===== src/rtl/pwm_ctrl_pkg.sv =====
// Shared types for the pwm channel controllers.
// Default widths, ramp FSM states and the latched ramp config.
package pwm_ctrl_pkg;

   localparam int unsigned DefDutyDw = 16;
   localparam int unsigned DefHoldDw = 8;

   typedef enum logic [2:0] {
      ST_IDLE,
      ST_RAMP_UP,
      ST_HOLD_HI,
      ST_RAMP_DOWN,
      ST_HOLD_LO
   } ramp_state_e;

   typedef struct packed {
      logic [DefDutyDw-1:0] lo;
      logic [DefDutyDw-1:0] hi;
      logic [DefDutyDw-1:0] step;
      logic [DefHoldDw-1:0] hold;
      logic                 oneshot;
   } ramp_cfg_t;

endpackage


===== src/rtl/pwm_ramp_ctrl.sv =====
// Duty-cycle ramp sequencer for one pwm_core channel.
// Breathing lo->hi->lo with dwell, one step per PWM period.
module pwm_ramp_ctrl
   import pwm_ctrl_pkg::*;
#(
   parameter int unsigned DutyDw = DefDutyDw,
   parameter int unsigned HoldDw = DefHoldDw
) (
   input  logic              clk_i,
   input  logic              rst_ni,
   input  logic              en_i,
   input  logic [DutyDw-1:0] cfg_lo_i,
   input  logic [DutyDw-1:0] cfg_hi_i,
   input  logic [DutyDw-1:0] cfg_step_i,
   input  logic [HoldDw-1:0] cfg_hold_i,
   input  logic              cfg_oneshot_i,
   input  logic              cycle_end_i,
   output logic [DutyDw-1:0] duty_o,
   output logic              duty_upd_o,
   output logic              busy_o,
   output logic              done_o
);

   ramp_state_e       state_q, state_d;
   ramp_cfg_t         cfg_q, cfg_d;
   logic [DutyDw-1:0] duty_q, duty_d;
   logic [HoldDw-1:0] hold_q, hold_d;
   logic              upd_q, upd_d;
   logic              done_q, done_d;

   logic [DutyDw:0]   sum_up;
   logic [DutyDw:0]   lo_plus;
   logic [DutyDw-1:0] up_nxt;
   logic [DutyDw-1:0] dn_nxt;
   logic [DutyDw-1:0] hi_clamp;
   logic              hold_done;

   // Extra carry bit keeps near-max bounds from wrapping.
   assign sum_up  = {1'b0, duty_q} + {1'b0, cfg_q.step};
   assign lo_plus = {1'b0, cfg_q.lo} + {1'b0, cfg_q.step};

   assign up_nxt = (cfg_q.step == '0 || sum_up >= {1'b0, cfg_q.hi})
                 ? cfg_q.hi : sum_up[DutyDw-1:0];
   assign dn_nxt = (cfg_q.step == '0 || {1'b0, duty_q} < lo_plus)
                 ? cfg_q.lo : duty_q - cfg_q.step;

   assign hi_clamp  = (cfg_hi_i < cfg_lo_i) ? cfg_lo_i : cfg_hi_i;
   assign hold_done = (hold_q == cfg_q.hold);

   always_comb begin
      state_d = state_q;
      cfg_d   = cfg_q;
      duty_d  = duty_q;
      hold_d  = hold_q;
      done_d  = 1'b0;
      unique case (state_q)
         ST_IDLE: begin
            if (en_i) begin
               cfg_d.lo      = cfg_lo_i;
               cfg_d.hi      = hi_clamp;
               cfg_d.step    = cfg_step_i;
               cfg_d.hold    = cfg_hold_i;
               cfg_d.oneshot = cfg_oneshot_i;
               duty_d        = cfg_lo_i;
               hold_d        = '0;
               state_d       = ST_RAMP_UP;
            end
         end
         ST_RAMP_UP: begin
            if (cycle_end_i) begin
               duty_d = up_nxt;
               if (up_nxt == cfg_q.hi) begin
                  state_d = ST_HOLD_HI;
                  hold_d  = '0;
               end
            end
         end
         ST_HOLD_HI: begin
            if (cycle_end_i) begin
               if (hold_done) begin
                  duty_d  = dn_nxt;
                  hold_d  = '0;
                  state_d = (dn_nxt == cfg_q.lo)
                          ? ST_HOLD_LO : ST_RAMP_DOWN;
               end else begin
                  hold_d = hold_q + HoldDw'(1);
               end
            end
         end
         ST_RAMP_DOWN: begin
            if (cycle_end_i) begin
               duty_d = dn_nxt;
               if (dn_nxt == cfg_q.lo) begin
                  state_d = ST_HOLD_LO;
                  hold_d  = '0;
               end
            end
         end
         ST_HOLD_LO: begin
            if (cycle_end_i) begin
               if (!hold_done) begin
                  hold_d = hold_q + HoldDw'(1);
               end else if (cfg_q.oneshot) begin
                  state_d = ST_IDLE;
                  done_d  = 1'b1;
               end else begin
                  duty_d  = up_nxt;
                  hold_d  = '0;
                  state_d = (up_nxt == cfg_q.hi)
                          ? ST_HOLD_HI : ST_RAMP_UP;
               end
            end
         end
         default: state_d = ST_IDLE;
      endcase
      // Abort overrides any simultaneous period event.
      if (state_q != ST_IDLE && !en_i) begin
         state_d = ST_IDLE;
         duty_d  = '0;
         hold_d  = '0;
         done_d  = 1'b0;
      end
      upd_d = (duty_d != duty_q);
   end

   always_ff @(posedge clk_i or negedge rst_ni) begin
      if (!rst_ni) begin
         state_q <= ST_IDLE;
         cfg_q   <= '0;
         duty_q  <= '0;
         hold_q  <= '0;
         upd_q   <= 1'b0;
         done_q  <= 1'b0;
      end else begin
         state_q <= state_d;
         cfg_q   <= cfg_d;
         duty_q  <= duty_d;
         hold_q  <= hold_d;
         upd_q   <= upd_d;
         done_q  <= done_d;
      end
   end

   assign duty_o     = duty_q;
   assign duty_upd_o = upd_q;
   assign busy_o     = (state_q != ST_IDLE);
   assign done_o     = done_q;

endmodule


===== config.mk =====
export PLATFORM = sky130hd
export DESIGN_NAME = pwm_ramp_ctrl
export DESIGN_NICKNAME = d
export VERILOG_FILES = /design/src/rtl/pwm_ctrl_pkg.sv /design/src/rtl/pwm_ramp_ctrl.sv
export SDC_FILE = /design/constraint.sdc
export NUM_CORES = 1
export LEC_CHECK = 0
export ABC_AREA = 0
export CAP_MARGIN = 20
export CORE_MARGIN = 2
export CORE_UTILIZATION = 66
export DETAILED_ROUTE_END_ITERATION = 10
export DONT_BUFFER_PORTS = 1
export PLACE_DENSITY = 0.82
export SETUP_SLACK_MARGIN = 0.05
export SKIP_CTS_REPAIR_TIMING = 1
export SLEW_MARGIN = 25
export SYNTH_ARGS = -nofsm -noshare
export SYNTH_HDL_FRONTEND = slang
export SYNTH_SLANG_ARGS = --single-unit

===== constraint.sdc =====
create_clock -name clk_i -period 6.85 [get_ports clk_i]
set_input_delay 0 -clock clk_i [delete_from_list [all_inputs] [get_ports clk_i]]
set_output_delay 0 -clock clk_i [all_outputs]
set_load 0.1 [all_outputs]

# Yosys cells after proc, flatten, opt, wreduce, memory -nomap -nowiden
# Cells that the tools add are included.
# classes
add_sub_neg,4
magnitude_cmp,3
mul,0
div,0
shifts,0
n_reduce_logical,11
bitwise_logic,0
n_mux,44
n_eq_ne,18
# op_table
operator,count
$mux 16,12
$mux 8,11
$pmux 16 s5,1
$pmux 8 s5,1
$add 16x16->17,2
$mux 3,11
$eq 16x16->1,2
$ne 3x3->1 const B,9
$reduce_and 9->1,2
$ge 17x16->1,1
$lt 16x17->1,1
$logic_not 16->1,1
$lt 16x16->1,1
$ne 16x16->1,1
$sub 16x16->16,1
$pmux 3 s5,1
$add 8x1->8 const B,1
$eq 8x8->1,1
$eq 3x2->1 const B,2
$reduce_bool 6->1,1
$mux 1,5
$mux 2,2
$ne 4x4->1 const B,1
$eq 3x1->1 const B,1
other kinds (7),8
# word_totals
mem_count,0
ram_bits,0
mem_bits_ro,0
register_bits,86
latch_bits,0

# Logic depth before layout (Yosys ltp)
# Gate-level depths: netlist of run 1.
# depth
word_depth,11
depth_mapped,25
depth_no_buf,23

# Worst setup path after synthesis of run 1
# No wires, ideal clock.
# synth_path
path_kind,reg2reg
startpoint,register duty_q[1] (netlist: duty_o[1])
endpoint,register upd_q (netlist: duty_upd_o)
period_less_slack_ns,6.231
arrival_ns,6.092
setup_ns,0.139
path_slack_ns,0.619
stages_incl_launch_ff,21
path_buffers,0
path_cell_list,dfrtp_1 -> inv_1 -> fa_1 -> or2_4 -> a211oi_4 -> nor2_2 -> o21a_2 -> o21ai_0 -> nand3_1 -> ha_1 -> nand3_1 -> nor3_1 -> a2111oi_1 -> nand4_1 -> a21oi_2 -> mux2_2 -> a221oi_1 -> o32ai_1 -> nor4_1 -> nand4_1 -> or4_1
# synth_via
elab_chain_len,10
word_cells_on_any_way,19
# synth_rtl
element,line_no,text
from (decl),pwm_ramp_ctrl.sv:26,"logic [DutyDw-1:0] duty_q, duty_d;"
from (signal assigned),pwm_ramp_ctrl.sv:137,duty_q <= duty_d;
$add 16x16->17,pwm_ramp_ctrl.sv:39,"assign sum_up = {1'b0, duty_q} + {1'b0, cfg_q.step};"
$ge 17x16->1,pwm_ramp_ctrl.sv:42,"assign up_nxt = (cfg_q.step == '0 || sum_up >= {1'b0, cfg_q.hi})"
$logic_or 1x1->1,pwm_ramp_ctrl.sv:42,
$mux 16,pwm_ramp_ctrl.sv:43,? cfg_q.hi : sum_up[DutyDw-1:0];
$mux 16,pwm_ramp_ctrl.sv:103,end else if (cfg_q.oneshot) begin
$mux 16,pwm_ramp_ctrl.sv:101,if (!hold_done) begin
$mux 16,pwm_ramp_ctrl.sv:100,if (cycle_end_i) begin
$pmux 16 s5,pwm_ramp_ctrl.sv:56,unique case (state_q)
$mux 16,pwm_ramp_ctrl.sv:117,if (state_q != ST_IDLE && !en_i) begin
$ne 16x16->1 *,pwm_ramp_ctrl.sv:123,upd_d = (duty_d != duty_q);
named net upd_d,pwm_ramp_ctrl.sv:28,"logic upd_q, upd_d;"
to (signal assigned),pwm_ramp_ctrl.sv:139,upd_q <= upd_d;
to (decl),pwm_ramp_ctrl.sv:28,
# Mark *: on every way through the listed nets, which the timed path passes. The rest lies on a longest branch.
# A chain may end at the register's enable or synchronous reset.

# Worst setup path after layout of run 1
# layout_path
startpoint,register cfg_q[9] (netlist name)
endpoint,register upd_q (netlist: duty_upd_o)
# layout_via
elab_chain_len,10
word_cells_on_any_way,20
# layout_rtl
element,line_no,text
from (decl),pwm_ramp_ctrl.sv:25,"ramp_cfg_t cfg_q, cfg_d;"
from (signal assigned),pwm_ramp_ctrl.sv:136,cfg_q <= cfg_d;
$add 16x16->17,pwm_ramp_ctrl.sv:39,
$ge 17x16->1,pwm_ramp_ctrl.sv:42,
$logic_or 1x1->1,pwm_ramp_ctrl.sv:42,
$mux 16,pwm_ramp_ctrl.sv:43,
$mux 16,pwm_ramp_ctrl.sv:103,
$mux 16,pwm_ramp_ctrl.sv:101,
$mux 16,pwm_ramp_ctrl.sv:100,
$pmux 16 s5 *,pwm_ramp_ctrl.sv:56,
$mux 16 *,pwm_ramp_ctrl.sv:117,
$ne 16x16->1 *,pwm_ramp_ctrl.sv:123,
named net upd_d,pwm_ramp_ctrl.sv:28,
# Marked as above.

==> key figures, run 1 <==
Outcome
  • Status: complete, no violations

Drt
  • Detail Route Antenna Nets: 0
  • Max Used Layer: met4
  • Final WL: 38.0 mm
  • Met2 wire length: 16.9 mm
  • Total number of vias: 10.5k
  • Remaining DRCs: 0
  • Detailed Routing Iterations Pass 1: 6
  • Starting DRT DRC Count: 1238
  • Post-DR vias/cell: 7.05
  • Met1 Wirelength: approximately 14 mm
  • Post-DR wirelength/cell: 25.5 µm
  • Met3 wire length: 4.26 mm

Yosys
  • Synthesized flop and latch total: 86
  • Yosys top cell area share: 0.218
  • Sequential share of the synthesized area: 0.218
  • Async S/R FF share, synth: 1.00
  • Cell types occupying the most area after synthesis: dfrtp_1 (22%), ha_1 (12%), nand2_1 (5.9%), o21ai_0 (5.0%), mux2i_1 (4.4%)
  • Predominant post-synthesis flop cell: dfrtp_1
  • Post-synthesis net count: between 1k and 1.5k
  • Total of warnings raised by yosys: 0
  • Avg Inst Size Synth: 7.87 µm²
  • Cells after synthesis: 1253
  • Post-Syn Area: roughly 0.0099 mm²
  • Netlist cell types: 94
  • Area leader, netlist: dfrtp_1
  • Post-synth EDFFs: 0

Critical path
  • Crit path required time: 7.08 ns
  • Crit path launch type: flop
  • Critical path's largest stage delay: between 0.5 and 0.6 ns
  • Worst R2R End: duty_upd_o
  • Kind of critical path: reg2reg
  • Worst EP arrival: ~6.7 ns
  • CP Max Fanout: 5
  • Flop-to-flop setup slack: 0.44 ns
  • Number of buffers and inverters on the critical path: 1
  • R2r startpoint: cfg_q[9]
  • Top Family by Delay on Critical Path: compound AO/OA/AOI/OAI gates
  • Crit. End Element: flop
  • Crit path cell chain: ha_1 -> inv_1 -> fa_1 -> or2_4 -> a211oi_4 -> nor2_2 -> o21a_2 -> o21ai_0 -> nand3_1 -> ha_1 -> nand3_1 -> nor3_1 -> a2111oi_1 -> nand4_1 -> a21oi_2 -> mux2_2 -> a221oi_1 -> o32ai_1 -> nor4_1 -> nand4_1 -> or4_1
  • Worst Reg-to-Reg Cells: 21
  • Slowest stage cell, crit path: a2111oi_1

Flow run
  • Max-cap viol count: 0

STA
  • Final setup fails: 0
  • Fmax: 156 MHz
  • Max Clock Skew: 0.0184 ns
  • Setup Total Neg Slack: 0 ns
  • Actual slew at the worst max-slew pin: between 1 and 1.5 ns
  • Count of final max-slew check failures: 0
  • Final Hold Viols: 0
  • Relative slew slack: 0.290
  • Final Cycle Share: 0.936
  • Tmin final: 6.41 ns
  • Final WS setup: between 0.4 and 0.5 ns
  • Unrepaired setup endpoints after global routing: false

Cells and area
  • Fill cells: around 1.1k
  • Area Growth Syn to Fin: 11.9%
  • Final Util: 0.757
  • Share of cells above drive strength 1: 0.0758
  • Layout net count: 1459
  • Finished Layout Cells: 1490
  • Antenna Diode Count: 0

Placed design
  • Gpl congestion: roughly 1.1
  • HPWL Detailed: about 28 mm
  • Placed Cells: roughly 1.4k
  • Dpl ws: 0.672 ns
  • PortBufs: 0

CTS
  • Clk slew on worst S/H paths: 0.07 ns
  • CTS tree: done
  • Clock Latency Late Sink: between 0.3 and 0.4 ns
  • Num Clock Sinks: 86
  • Clock buffer depth: 2
  • H-tree lvl count: 3
  • CTS buffer count: 9
  • CTS root buffer: clkbuf_16

Min path
  • Hold depth: 2
  • Hold path endpoint: hold_q[3]
  • Min-Delay Path Class: in2reg
  • Min-delay src: en_i

Floorplan
  • Initial core utilization: 0.676
  • Die width: roughly 130 µm
  • Core footprint: 0.0146 mm²
  • Die H: roughly 130 µm
  • Num rows: 44
  • Die area: 0.0159 mm²
  • Count of boundary I/O pins: 80

Global route
  • Vias in the first global route: 9501
  • GRT Resource Usage Total: 0.449
  • Largest net degree at the start of global routing: 87
  • Global route total overflow: 0
  • Antenna violations before repair: 0
  • First-pass GRT wire length: between 50 and 60 mm
==> layout by cell type, fill, tap and decap left out, drive strengths merged, types with 17 or more instances in the layout <==
cell type	n
nand2	155
o21ai	101
ha	94
inv	91
dfrtp	86
nor2	85
dlygate4sd3	63
a21oi	62
mux2i	43
nand3	36
xnor2	35
buf	34
nor3	29
xor2	26
a21o	24
a211oi	21
a31oi	20
nor2b	17
==> cells by family (layout without fill, tap and decap cells) <==
| group | after synthesis | after routing | synth area share |
|---|---|---|---|
| XOR/XNOR | 67 | 67 | 0.0686 |
| buffers and inverters | 149 | 202 | 0.0608 |
| multiplexers | 56 | 56 | 0.0585 |
| adder cells (fa/ha/maj) | 97 | 97 | 0.125 |
| AND/OR/NAND/NOR | 431 | 431 | 0.213 |
| AO/OA/AOI/OAI | 367 | 367 | 0.255 |
| flip-flops | 86 | 86 | 0.218 |
==> flip-flops by register name (all words and copies together) (netlist names) <==
signal      flops
state_q         3
duty_o         16
cfg_q          57
duty_upd_o      1
done_o          1
hold_q          8
==> worst max path at each step <==
| stage | from | to | slack, ns | cells after the start |
|---|---|---|---|---|
| global route | cfg_q[42] | duty_upd_o | 0.07 | 24 |
| global placement | cfg_q[9] | duty_upd_o | 0.79 | 21 |
| detailed placement | cfg_q[9] | duty_upd_o | 0.67 | 21 |
| CTS | cfg_q[42] | duty_upd_o | 0.64 | 24 |
| finish | cfg_q[9] | duty_upd_o | 0.44 | 21 |
| floorplan | duty_o[1] | duty_upd_o | 0.62 | 20 |
==> per-layer routing <==
metal  vias to the layer above  GRT usage
met3                       205      0.141
met5                         -          0
li1                       4675          -
met1                      4859      0.569
met2                       760      0.686
met4                         0      0.240
==> layout make-up <==
cell class	count	area, µm²	area share
Sequential cell	86	2150	0.195
Tap cell	184	230	0.0209
Multi-Input combinational cell	1018	7130	0.646
Timing Repair Buffer	97	910	0.0824
Clock inverter	7	55.1	0.00499
Clock buffer	9	225	0.0204
Inverter	89	334	0.0303
==> cell usage after synthesis, types with 5 or more instances <==
master     number
or2_2           7
o21a_1         12
nand2b_1       14
o21ai_0        99
inv_1          88
xor2_1         25
nand4_1        11
nor2_1         83
o21bai_1        6
clkbuf_1       41
xnor2_1        35
or3_1          11
o2111ai_1       5
dfrtp_1        86
a211o_1         5
o211ai_1       15
buf_2          13
nor2b_1        17
nand2_1       155
a31oi_1        20
mux2i_1        43
xnor3_1         6
or4_1           5
a21o_1         24
o31a_1          6
a211oi_1       18
nand3_1        36
mux2_2         12
o31ai_1         5
ha_1           94
a221oi_1        6
a2111oi_0       5
nor4_1         15
and2_1          7
a21oi_1        60
nor3b_1         9
o22ai_1        15
nor3_1         28
and3_1          6
==> worst register-to-register path, stage by stage, from the launching register on <==
cell and delay [ns]:
dfrtp_1 0.43, ha_1 0.23, inv_1 0.07, fa_1 0.43
or2_4 0.28, a211oi_4 0.29, nor2_2 0.11, o21a_2 0.27
o21ai_0 0.27, nand3_1 0.19, ha_1 0.35, nand3_1 0.10
nor3_1 0.06, a2111oi_1 0.58, nand4_1 0.26, a21oi_2 0.38
mux2_2 0.38, a221oi_1 0.48, o32ai_1 0.15, nor4_1 0.35
nand4_1 0.12, or4_1 0.51
==> through the flow <==
step	instance area (µm²)	hold WS, ns
2_1_floorplan	9860	-0.296
3_5_place_dp	10100	-0.293
4_1_cts	10400	-0.682
6_report	11000	0.0258
3_3_place_gp	10100	-0.293
5_1_grt	11000	0.0251
Power of run 1 is left out: the tool's default activity adds up to more than one toggle a clock period on the data nets, which glitch-free logic cannot reach.
==> inputs of run 2 (changes only) <==
==> constraint.sdc (replaced) <==
create_clock -name clk_i -period 6.85 [get_ports clk_i]
set_input_delay 0.685 -clock clk_i [delete_from_list [all_inputs] [get_ports clk_i]]
set_output_delay 0.685 -clock clk_i [all_outputs]
set_load 0.1 [all_outputs]
==> key figures, run 2 (synthesis results as in run 1) <==
Critical path
  • CP Max Fanout: 5 (unchanged)
  • Crit path cell chain: ha_1 -> inv_1 -> fa_1 -> or2_4 -> a211oi_4 -> nor2_2 -> o21a_2 -> o21ai_0 -> nand3_1 -> ha_1 -> nand3_1 -> nor3_1 -> a2111oi_1 -> nand4_1 -> a21oi_2 -> mux2_2 -> a221oi_1 -> o32ai_1 -> nor4_1 -> nand4_1 -> or4_1
  • Crit path launch type: flop
  • Number of buffers and inverters on the critical path: 1 (unchanged)
  • Crit. End Element: flop
  • Critical path's largest stage delay: 0.58 ns (about the same)
  • Kind of critical path: reg2reg
  • Worst EP arrival: 6.62 ns (-0.03 ns)
  • Worst Reg-to-Reg Cells: 21 (unchanged)
  • Top Family by Delay on Critical Path: compound AO/OA/AOI/OAI gates
  • Slowest stage cell, crit path: a2111oi_1
  • R2r startpoint: cfg_q[9]
  • Worst R2R End: duty_upd_o
  • Flop-to-flop setup slack: 0.46 ns (+0.02 ns)
  • Crit path required time: 7.08 ns (about the same)

Global route
  • Vias in the first global route: 9501 (unchanged)
  • Antenna violations before repair: 0 (unchanged)
  • Global route total overflow: 0 (unchanged)
  • First-pass GRT wire length: 54.6 mm (unchanged)
  • GRT Resource Usage Total: 0.449 (unchanged)
  • Largest net degree at the start of global routing: 87 (unchanged)

Min path
  • Min-Delay Path Class: in2async

Floorplan
  • Initial core utilization: 0.676 (unchanged)
  • Die width: 126 µm (unchanged)
  • Die area: 0.0159 mm² (unchanged)
  • Core footprint: 0.0146 mm² (unchanged)
  • Die H: 126 µm (unchanged)
  • Num rows: 44 (unchanged)
  • Count of boundary I/O pins: 80 (unchanged)

Drt
  • Post-DR vias/cell: 6.99 (-0.80%)
  • Remaining DRCs: 0 (unchanged)
  • Starting DRT DRC Count: 1277 (+3.2%)
  • Final WL: 35.9 mm (-5.6%)
  • Post-DR wirelength/cell: 25.1 µm (-1.5%)
  • Detail Route Antenna Nets: 0 (unchanged)
  • Detailed Routing Iterations Pass 1: 7 (+1)
  • Total number of vias: 9975 (-5.0%)

Placed design
  • PortBufs: 0 (unchanged)
  • HPWL Detailed: 28.1 mm (unchanged)
  • Gpl congestion: 1.11 (unchanged)

Cells and area
  • Commonest non-fill, non-tap cells in the layout: nand2_1 (154), o21ai_0 (99), ha_1 (94), inv_1 (88), dfrtp_1 (86)
  • Antenna Diode Count: 0 (unchanged)
  • Largest register FFs: 57 (unchanged)
  • Layout net count: 1396 (-4.3%)
  • Reg with most FFs: cfg_q
  • Share of cells above drive strength 1: 0.0788 (+0.00304)
  • Area Growth Syn to Fin: 5.37%
  • Most common cell after layout, fill and taps aside: nand2_1

STA
  • Max Clock Skew: 0.0148 ns (-0.00353 ns)
  • Tmin final: 6.39 ns (-0.0209 ns)
  • Fmax: 156 MHz (+0.33%)
  • Unrepaired setup endpoints after global routing: false
  • Relative slew slack: 0.291 (+0.000682)
  • Final setup fails: 0 (unchanged)
  • Setup Total Neg Slack: 0 ns (unchanged)
  • Hold_ws: 0.0165 ns (-0.00938 ns)
  • Count of final max-slew check failures: 0 (unchanged)
  • Actual slew at the worst max-slew pin: 1.06 ns (-0.00102 ns)
  • Final Hold Viols: 0 (unchanged)
  • Final Cycle Share: 0.933 (-0.00304)

CTS
  • CTS root buffer: clkbuf_16
  • CTS tree: done
  • Clk slew on worst S/H paths: 0.07 ns (about the same)
  • H-tree lvl count: 3 (unchanged)
  • CTS buffer count: 9 (unchanged)
  • Num Clock Sinks: 86 (unchanged)
  • Clock buffer depth: 2 (unchanged)
  • Clock Latency Late Sink: 0.37 ns (about the same)

Outcome
  • Status: complete, no violations

Flow run
  • Max-cap viol count: 0 (unchanged)
[run 2: cell count changes in the layout (fill, tap and decap cells not counted)]
cell           change
buf_16             -1
dlygate4sd3_1     -62
[run 2: routing by layer]
metal	vias to the layer above	track usage	routed length, µm
li1	4532	-	-
met1	4630	0.569	13800
met2	635	0.686	15600
met3	178	0.141	4180
met4	0	0.240	2340
met5	-	0	0
[run 2: layout make-up]
cell class | instances | area (µm²)
clock buffers | 9 | 225
clock inverters | 7 | 55.1
fillers | 1229 | 4200
inverters | 89 | 334
multi-input cells | 1018 | 7130
flip-flops and latches | 86 | 2150
well taps | 184 | 230
repair buffers | 34 | 262
[run 2: how the worst max path moves through the flow]
stage | cells after the start | to | slack [ns] | from
after global placement | 21 | duty_upd_o | 0.79 | cfg_q[9]
after global routing | 24 | duty_upd_o | 0.07 | cfg_q[42]
after detailed placement | 21 | duty_upd_o | 0.67 | cfg_q[9]
final | 21 | duty_upd_o | 0.46 | cfg_q[9]
after floorplan | 20 | duty_upd_o | 0.62 | duty_o[1]
after CTS | 24 | duty_upd_o | 0.64 | cfg_q[42]
[run 2: metrics by stage]
stage / instance area [µm²] / util / cells / setup slack, ns
floorplan: 9860 / - / 1253 / 0.619
global placement: 10100 / 0.692 / 1409 / 0.786
detailed placement: 10100 / 0.692 / 1409 / 0.672
CTS: 10400 / 0.711 / 1425 / 0.641
global route: 10400 / 0.712 / 1427 / 0.0700
finish: 10400 / 0.712 / 1427 / 0.459
Power of run 2 is left out for the same reason.
